===== config.mk =====
export PLATFORM = sky130hd
export DESIGN_NAME = pc_ctrl
export DESIGN_NICKNAME = d
export VERILOG_FILES = /design/src/rtl/pc_ctrl_pkg.sv /design/src/rtl/pc_ctrl_sat.sv /design/src/rtl/pc_ctrl.sv
export SDC_FILE = /design/constraint.sdc
export NUM_CORES = 1
export LEC_CHECK = 0
export BUFFER_PORTS_ARGS = -buffer_cell sky130_fd_sc_hd__clkbuf_2
export CORE_MARGIN = 2
export CORE_UTILIZATION = 36
export CTS_BUF_LIST = sky130_fd_sc_hd__clkbuf_8
export DETAILED_ROUTE_END_ITERATION = 10
export MAX_ROUTING_LAYER = met4
export PLACE_DENSITY = 0.6
export SETUP_SLACK_MARGIN = 0.1
export SYNTH_ARGS = -nofsm -noshare
export SYNTH_HDL_FRONTEND = slang
export SYNTH_SLANG_ARGS = --single-unit

===== constraint.sdc =====
create_clock -name clk -period 4.1 [get_ports clk]
set_input_delay 0.41 -clock clk [delete_from_list [all_inputs] [get_ports clk]]
set_output_delay 0.41 -clock clk [all_outputs]
set_load 0.05 [all_outputs]

===== src/rtl/pc_ctrl_pkg.sv =====
// Shared definitions for the fetch-stage PC controller.
// Holds the controller state enum, the pc_sel encodings, the counter widths
// and the helper that turns a pc_sel code into the PC data-input value.
package pc_ctrl_pkg;

    typedef enum logic [2:0] {
        ST_BOOT,
        ST_RUN,
        ST_WAIT_MEM,
        ST_FLUSH,
        ST_HALT
    } state_t;

    localparam logic [1:0] SEL_SEQ    = 2'b00;
    localparam logic [1:0] SEL_BRANCH = 2'b01;
    localparam logic [1:0] SEL_TRAP   = 2'b10;
    localparam logic [1:0] SEL_HOLD   = 2'b11;

    localparam int STALL_CNT_W = 32;
    localparam int REDIR_CNT_W = 16;

    // Value presented on the PC data input for a given select code.
    // SEQ wraps naturally modulo 2^32.
    function automatic logic [31:0] pc_mux(input logic [1:0]  sel,
                                           input logic [31:0] cur,
                                           input logic [31:0] target,
                                           input logic [31:0] tvec);
        case (sel)
            SEL_SEQ:    return cur + 32'd4;
            SEL_BRANCH: return target;
            SEL_TRAP:   return tvec;
            default:    return cur;
        endcase
    endfunction

endpackage


===== src/rtl/pc_ctrl_sat.sv =====
// sat_counter: saturating up-counter.
// Ports:
//   clk   - clock, state updates on rising edge
//   clear - synchronous clear to zero (wins over inc)
//   inc   - add one this cycle unless already at all-ones
//   count - current count value
module sat_counter #(
    parameter int WIDTH = 8
) (
    input  logic             clk,
    input  logic             clear,
    input  logic             inc,
    output logic [WIDTH-1:0] count
);

    always_ff @(posedge clk) begin
        if (clear) begin
            count <= '0;
        end else if (inc && (count != '1)) begin
            count <= count + 1'b1;
        end
    end

endmodule


===== src/rtl/pc_ctrl.sv =====
// pc_ctrl: fetch-stage controller that sequences the program counter.
// Decides each cycle whether the PC advances, holds, steps back, takes a
// branch target or jumps to the trap vector, and squashes IF/ID after any
// change of flow.
// Ports:
//   clk, rst            - clock; synchronous active-high reset
//   pc_cur              - current PC register value
//   stall, replay       - hazard unit hold / step-back requests
//   redirect_valid/_pc  - taken branch or jump from EX and its target
//   trap_req, halt_req  - trap and ebreak requests
//   imem_ready          - instruction memory handshake
//   pc_we, pc_rev       - PC register write enable / revert (PC-4)
//   pc_sel, pc_next     - select code and data value for the PC register
//   imem_req, if_valid  - fetch request / fetched word is real
//   flush_if, flush_id  - squash strobes for the IF and ID registers
//   misalign            - pulse when a redirect target is not word aligned
//   trap_epc            - PC captured on trap or misaligned redirect
//   halted              - controller is in HALT
//   stall_cnt           - saturating stalled-cycle count
//   redirect_cnt        - saturating redirect + trap count
module pc_ctrl
    import pc_ctrl_pkg::*;
#(
    parameter logic [31:0] TRAP_VEC     = 32'h0000_0100,
    parameter int          FLUSH_CYCLES = 2
) (
    input  logic                   clk,
    input  logic                   rst,
    input  logic [31:0]            pc_cur,
    input  logic                   stall,
    input  logic                   replay,
    input  logic                   redirect_valid,
    input  logic [31:0]            redirect_pc,
    input  logic                   trap_req,
    input  logic                   halt_req,
    input  logic                   imem_ready,
    output logic                   pc_we,
    output logic                   pc_rev,
    output logic [1:0]             pc_sel,
    output logic [31:0]            pc_next,
    output logic                   imem_req,
    output logic                   if_valid,
    output logic                   flush_if,
    output logic                   flush_id,
    output logic                   misalign,
    output logic [31:0]            trap_epc,
    output logic                   halted,
    output logic [STALL_CNT_W-1:0] stall_cnt,
    output logic [REDIR_CNT_W-1:0] redirect_cnt
);

    // The flush counter starts one below the bubble count so that FLUSH
    // lasts exactly FLUSH_CYCLES cycles (exit on the cycle it reads zero).
    localparam logic [2:0] FLUSH_LOAD = 3'(FLUSH_CYCLES - 1);

    state_t      state, state_nx;
    logic [2:0]  fcnt, fcnt_nx;
    logic [31:0] epc_nx;
    logic        stall_inc, redir_inc;
    logic        target_misaligned;

    assign target_misaligned = (redirect_pc[1:0] != 2'b00);

    always_ff @(posedge clk) begin
        if (rst) begin
            state    <= ST_BOOT;
            fcnt     <= '0;
            trap_epc <= '0;
        end else begin
            state    <= state_nx;
            fcnt     <= fcnt_nx;
            trap_epc <= epc_nx;
        end
    end

    always_comb begin
        state_nx  = state;
        fcnt_nx   = fcnt;
        epc_nx    = trap_epc;
        pc_we     = 1'b0;
        pc_rev    = 1'b0;
        pc_sel    = SEL_HOLD;
        imem_req  = 1'b0;
        if_valid  = 1'b0;
        flush_if  = 1'b0;
        flush_id  = 1'b0;
        misalign  = 1'b0;
        halted    = 1'b0;
        stall_inc = 1'b0;
        redir_inc = 1'b0;

        if (rst) begin
            flush_if = 1'b1;
            flush_id = 1'b1;
        end else begin
            case (state)
                ST_BOOT: begin
                    imem_req = 1'b1;
                    flush_if = 1'b1;
                    flush_id = 1'b1;
                    state_nx = ST_RUN;
                end

                ST_RUN, ST_WAIT_MEM: begin
                    imem_req  = 1'b1;
                    // Every WAIT_MEM cycle is a lost fetch slot, whatever else happens.
                    stall_inc = (state == ST_WAIT_MEM) || stall || replay;
                    if (halt_req) begin
                        imem_req = 1'b0;
                        state_nx = ST_HALT;
                    end else if (trap_req || redirect_valid) begin
                        pc_we     = 1'b1;
                        flush_if  = 1'b1;
                        flush_id  = 1'b1;
                        redir_inc = 1'b1;
                        fcnt_nx   = FLUSH_LOAD;
                        state_nx  = ST_FLUSH;
                        if (trap_req) begin
                            pc_sel = SEL_TRAP;
                            epc_nx = pc_cur;
                        end else if (target_misaligned) begin
                            pc_sel   = SEL_TRAP;
                            misalign = 1'b1;
                            epc_nx   = redirect_pc;
                        end else begin
                            pc_sel = SEL_BRANCH;
                        end
                    end else if (replay && (state == ST_RUN)) begin
                        pc_rev   = 1'b1;
                        flush_if = 1'b1;
                    end else if (stall) begin
                        if_valid = 1'b1;
                    end else if (!imem_ready) begin
                        state_nx = ST_WAIT_MEM;
                    end else begin
                        pc_sel   = SEL_SEQ;
                        pc_we    = 1'b1;
                        if_valid = 1'b1;
                        state_nx = ST_RUN;
                    end
                end

                ST_FLUSH: begin
                    imem_req = 1'b1;
                    flush_if = 1'b1;
                    flush_id = 1'b1;
                    if (trap_req) begin
                        pc_sel    = SEL_TRAP;
                        pc_we     = 1'b1;
                        epc_nx    = pc_cur;
                        redir_inc = 1'b1;
                        fcnt_nx   = FLUSH_LOAD;
                    end else if (fcnt == 3'd0) begin
                        state_nx = ST_RUN;
                    end else begin
                        fcnt_nx = fcnt - 3'd1;
                    end
                end

                ST_HALT: begin
                    halted = 1'b1;
                end

                default: state_nx = ST_BOOT;
            endcase
        end
    end

    assign pc_next = pc_mux(pc_sel, pc_cur, redirect_pc, TRAP_VEC);

    sat_counter #(.WIDTH(STALL_CNT_W)) u_stall_cnt (
        .clk   (clk),
        .clear (rst),
        .inc   (stall_inc),
        .count (stall_cnt)
    );

    sat_counter #(.WIDTH(REDIR_CNT_W)) u_redirect_cnt (
        .clk   (clk),
        .clear (rst),
        .inc   (redir_inc),
        .count (redirect_cnt)
    );

endmodule


# --- After elaboration in Yosys (flattened, before gate mapping) ---
# Cells that the tools add are included.
# Widths: inputs -> output; s select.
totals:
  register_bits: 86
  output_inout_bits: 122
  word_cells: 115
  inputBits: 72
classes:
  eq_ne: 17
  muxes: 72
  n_reduce_logical: 16
  n_bitwise: 1
  n_addsub: 4
op_table:
  columns: ["op", "n"]
  rows:
  - ["$mux 32", 5]
  - ["$pmux 32 s3", 1]
  - ["$pmux 32 s2", 1]
  - ["$mux 1", 38]
  - ["$add 32x1->32 const B", 1]
  - ["$add 32x3->32 const B", 1]
  - ["$ne 32x32->1 const B", 1]
  - ["$mux 3", 10]
  - ["$mux 2", 9]
  - ["$add 16x1->16 const B", 1]
  - ["$ne 16x16->1 const B", 1]
  - ["$pmux 3 s4", 1]
  - ["$ne 2x2->1 const B", 5]
  - ["$pmux 1 s2", 5]
  - ["$reduce_and 5->1", 2]
  - ["$ne 4x4->1 const B", 2]
  - ["$eq 3x2->1 const B", 2]
  - ["$logic_not 3->1", 2]
  - ["$ne 3x3->1 const B", 2]
  - ["$pmux 3 s2", 1]
  - ["$pmux 2 s2", 1]
  - ["$reduce_and 4->1", 1]
  - ["$reduce_bool 2->1", 2]
  - ["$reduce_or 2->1", 2]
  - ["other kinds (9)", 13]

# --- Logic depth before layout (Yosys ltp) ---
depth:
  word_depth: 9
  ltp_mapped: 10
  mapped_depth_nobuf: 8

# --- By module ---
# Synthesis repeated with hierarchy kept, for this count alone.
unflattened:
  cells_unflattened: 798
  hier_area_um2: 6053.3
modules_own_cells:
  columns: ["module", "cells_each", "seq_area_each_um2", "n_inst", "area_each_um2"]
  rows:
  - ["pc_ctrl", 485, 760.7, 1, 3362.0]
  - ["sat_counter (u_stall_cnt)", 214, 640.6, 1, 1843.0]
  - ["sat_counter (u_redirect_cnt)", 99, 320.3, 1, 848.3]

# --- Least setup slack after synthesis ---
# OpenSTA, ideal clock, no wires.
synth_path:
  path_type: "input to output"
  startpoint: "input port trap_req"
  endpoint: "output port pc_next[16]"
  slack_ns: 0.553
  arrival_ns: 3.137
  stages: 9
  required_time_ns: 3.690
  n_path_buf: 4
  path_cell_list: "or2_1 -> buf_1 -> a31o_1 -> a31oi_1 -> buf_4 -> clkbuf_1 -> clkbuf_1 -> a21oi_1 -> o2bb2ai_1"
synth_via:
  elab_chain_len: 7
  word_cells_on_any_way: 11
  cone_classes: "eq/ne (2); mux (7); reduce/logical (2)"
synth_rtl:
  columns: ["element", "line_no", "text"]
  rows:
  - ["from (decl)", "pc_ctrl.sv:34", "input logic trap_req,"]
  - ["$mux 2 / $logic_or 1x1->1 (equally long branches)", "pc_ctrl.sv:118, pc_ctrl.sv:111", null]
  - ["$mux 2", "pc_ctrl.sv:111", "end else if (trap_req || redirect_valid) begin"]
  - ["$mux 2", "pc_ctrl.sv:108", "if (halt_req) begin"]
  - ["$pmux 2 s2 *", "pc_ctrl.sv:96", "case (state)"]
  - ["$mux 2 *", "pc_ctrl.sv:92", "if (rst) begin"]
  - ["named net pc_sel[0]", "pc_ctrl.sv:39", "output logic [1:0] pc_sel,"]
  - ["$eq 2x2->1 (tied with other cells)", "pc_ctrl_pkg.sv:28", "case (sel)"]
  - ["$pmux 32 s3 *", "pc_ctrl_pkg.sv:28", null]
  - ["to (decl)", "pc_ctrl.sv:40", "output logic [31:0] pc_next,"]
# The timed path passes the listed nets; every way through them passes the cells marked *.

# --- Final worst setup path ---
layout_path:
  startpoint: "register state[1]"
  endpoint: "output port pc_next[31]"
layout_via:
  elab_chain_len: 9
  word_cells_on_any_way: 14
  cone_classes: "eq/ne (5); mux (6); reduce/logical (3)"
layout_rtl:
  columns: ["element", "line_no", "text"]
  rows:
  - ["from (decl)", "pc_ctrl.sv:56", "state_t state, state_nx;"]
  - ["from (signal assigned)", "pc_ctrl.sv:70", "state <= state_nx;"]
  - ["$eq 3x1->1", "pc_ctrl.sv:96, pc_ctrl.sv:128", null]
  - ["$logic_and 1x1->1", "pc_ctrl.sv:128", "end else if (replay && (state == ST_RUN)) begin"]
  - ["$mux 2", "pc_ctrl.sv:128", null]
  - ["$mux 2", "pc_ctrl.sv:111", null]
  - ["$mux 2", "pc_ctrl.sv:108", null]
  - ["$pmux 2 s2 *", "pc_ctrl.sv:96", null]
  - ["$mux 2 *", "pc_ctrl.sv:92", null]
  - ["$eq 2x2->1 (tied with other cells)", "pc_ctrl_pkg.sv:28", null]
  - ["$pmux 32 s3 *", "pc_ctrl_pkg.sv:28", null]
# Mark *: on every way between the ends. The rest lies on a longest branch, timed or not.

==> flow_summary_export.csv <==
group,metric,value,unit
die,die_w,129,um
setup_path,crit_path_end,"pc_next[31]",
sta,finalSetupViolations,0,
die,io_pins,194,
routing,drtIter0Drc,499,
die,core,15300,um^2
clock_network,postCtsSetupRepairBufs,0,
setup_path,critical_path_class,"flip-flop to output port",
routing,drt-pass1-iter-count,5,
grt,grt_start_max_net_pins,51,
grt,grt_overflow,0,
yosys,synthAdderAreaFrac,1.11,%
setup_path,worstPathRequired,3.69,ns
yosys,synth_xor_area_share,5.25,%
place,numPortBuffers,193,
sta,fin_skew,0.0151,ns
routing,route.detailed.drc,0,
setup_path,end_kind,"output port",
clock_network,cts-root-buf,"clkbuf_8",
setup_path,start_kind,"flip-flop",
place,place_ws,0.487,ns
die,die-area,16700,um^2
yosys,synth_seq_cells,86,
place,place_area,6820,um^2
clock_network,clock_latency,0.38,ns
power_and_ir_drop,power.share.switching,46.2,%
setup_path,crit_path_max_fanout,29,
power_and_ir_drop,power_density,440,nW/um^2
routing,via_count,6204,
min_path,hold_path.class,"primary input to flip-flop",
power_and_ir_drop,peakVddDrop,0.000216,V
grt,first_global_vias,5777,
layout,area_delta_synth_final,24.8,%
setup_path,reg2reg_setup_slack,0.88,ns
run_status,status,"finished clean",
setup_path,r2r_cells,8,
clock_network,cts_tree,"yes",
power_and_ir_drop,pwr-share-comb,46.1,%
power_and_ir_drop,p_int,1.67,mW
sta,max_freq,0.265,GHz
yosys,syn_avg_cell_area,7.53,um^2
yosys,synth-edff-count,0,
power_and_ir_drop,power.switching,1.43,mW
yosys,yosysWarningCount,0,
sta,timing.hold.ws,0.295,ns
clock_network,htreeDepth,3,
layout,diodes,0,
job,drv_cap,0,
routing,wirelength,18600,um
layout,nets,987,
yosys,syn-num-nets,827,
place,gp_congestion,0.859,
place,dp_hpwl,13100,um
power_and_ir_drop,clockPowerShare,22.5,%
sta,max-slew-margin-rel,24.5,%
routing,ant_nets,0,
routing,vias_per_cell,5.51,
layout,drive_gt1_share,26.7,%
min_path,min_from,"redirect_pc[13]",
clock_network,cts_buffers,9,
yosys,synth-simple-area-share,29.9,%
die,rows,45,
grt,grt_use_total,22.8,%
clock_network,clk_pin_slew,0.10,ns
setup_path,r2r-start,"state[1]$_SDFFE_PP0P_",
grt,antenna_found_initial,0,
yosys,synth_compound_area_share,24.9,%
yosys,synth_top_family_by_area,"simple AND/OR/NAND/NOR gates",
yosys,syn_area,5650,um^2
layout,finalInstanceArea,7050,um^2
clock_network,clock-sinks,86,
sta,finalWorstSetupSlack,0.326,ns
grt,grt_pass1_wl,29800,um
sta,worst_slew_pin_slew,1.13,ns
die,die_h,129,um
sta,period_share,92.0,%
yosys,ys_seq_area_share,30.5,%
die,start_util,37.0,%
sta,maxSlewViolCount,0,
layout,num-fill-cells,1581,
sta,min_period,3.77,ns
setup_path,crit_path_start,"state[1]$_SDFFE_PP0P_",
yosys,netlist_instances,750,
setup_path,arrival,3.36,ns
sta,fin_tns_setup,0,ns
sta,hold_viol,0,
layout,most-common-layout-cells,"187 x clkbuf_2, 92 x nor2_1, 86 x dfxtp_1",
yosys,synth_flop_cell,"dfxtp_1",
power_and_ir_drop,p_seq_share,31.4,%
power_and_ir_drop,power_leakage,2.80,nW
routing,wl_per_cell,16.5,um
yosys,synth_mux_area_share,2.17,%
layout,mostFrequentLayoutCell,"clkbuf_2",
setup_path,r2r-end,"u_redirect_cnt.count[15]$_SDFFE_PP0P_",
yosys,ys_types,62,
sta,rsz0062_at_grt,"no",
yosys,synthArstFlopShare,0,%
clock_network,clockBufferDepth,2,
[repair_timing]
item / CTS / global route
hold buffers: 0 / 0
endpoints found under the setup margin: 7 / 12
hold endpoints to repair: 0 / 0
resized for setup: 1 / 4
[sequential cells by signal (all words and copies together), names as in the netlist]
signal / count
state: 3
trap_epc: 32
u_redirect_cnt.count: 16
u_stall_cnt.count: 32
fcnt: 3
[cell usage after synthesis, types with 4 or more instances]
cell       count  area, um^2
o31ai_1        8        60.1
o2bb2ai_1     20         175
nor4b_1        6        52.6
o311ai_0       6        52.6
nand3_1       31         155
nand4_1       15        93.8
nor4_1        23         144
o21ai_2        9        78.8
a211oi_1      11        82.6
o41ai_1        6        52.6
and3_1        19         119
nor3_1        26         130
or3_1          7        43.8
and2_1         6        37.5
or4_1          7        52.6
nand2_1       60         225
or2_2          4        25.0
a21o_1         6        45.0
dfxtp_1       86        1720
nor3b_1        9        67.6
mux2i_1       10         100
nand2b_1       6        37.5
o21ai_0       43         215
xnor2_1       27         236
xor2_1         5        43.8
clkbuf_1      41         154
inv_1         22        82.6
a311oi_1      23         201
a31oi_1        4        25.0
nor2_1        93         349
and4_1         7        61.3
o22ai_1        4        25.0
ha_1           5        62.6
a22o_1         4        35.0
a21oi_1       43         215
buf_4          5        37.5
[critical path, cell delays in order (launching register included)]
cell and delay, ns:
dfxtp_1 0.57, xor2_1 0.20, a2111oi_0 0.80, a31oi_4 0.12, buf_4 0.29, nor2_1 0.24
buf_4 0.23, a21oi_1 0.08, o2bb2ai_1 0.17, clkbuf_2 0.30
[cells by family (layout without fill, tap and decap cells)]
family	count (synthesis)	count (layout)
XOR/XNOR	33	33
buffers and inverters	80	245
AO/OA/AOI/OAI	204	204
adder cells (fa/ha/maj)	5	5
flip-flops	86	86
multiplexers	12	12
AND/OR/NAND/NOR	330	330
[routing by layer]
metal | vias up | GRT usage, % | routed length (um)
met3 | 16 | 4.38 | 1350
met1 | 2848 | 29.4 | 8460
met4 | 0 | 6.97 | 189
met2 | 239 | 36.4 | 8620
li1 | 3101 | - | -
met5 | - | - | 0
[worst min path at each step]
stage,endpoint,cells past startpoint
global route,trap_epc[12]$_SDFFE_PP0P_,3
CTS,trap_epc[13]$_SDFFE_PP0P_,3
finish,trap_epc[13]$_SDFFE_PP0P_,3
detailed placement,fcnt[1]$_SDFFE_PP0P_,2
global placement,fcnt[1]$_SDFFE_PP0P_,2
floorplan,fcnt[1]$_SDFFE_PP0P_,2
[final cells by class]
class / instances / area, um^2 / area share (%)
multi-input combinational: 584 / 3610 / 51.3
sequential: 86 / 1720 / 24.4
timing repair buffer: 205 / 1130 / 16.0
tap: 211 / 264 / 3.75
clock buffer: 10 / 138 / 1.95
inverter: 24 / 95.1 / 1.35
clock inverter: 6 / 85.1 / 1.21
[power groups by stage]
stage	Sequential [mW]	Combinational [mW]	Clock [mW]
finish	0.976	1.43	0.697
global route	0.987	1.53	0.756
CTS	0.975	1.43	0.729
detailed placement	0.993	1.42	0
global placement	0.993	1.42	0
floorplan	1.22	0.829	0
[through the flow]
stage	util (%)	std cells	total power, mW
global placement	44.7	1110	2.41
floorplan	-	750	2.05
CTS	46.2	1126	3.13
detailed placement	44.7	1110	2.42
global route	46.2	1126	3.28
finish	46.2	1126	3.10
(Power assumes the default switching activity.)
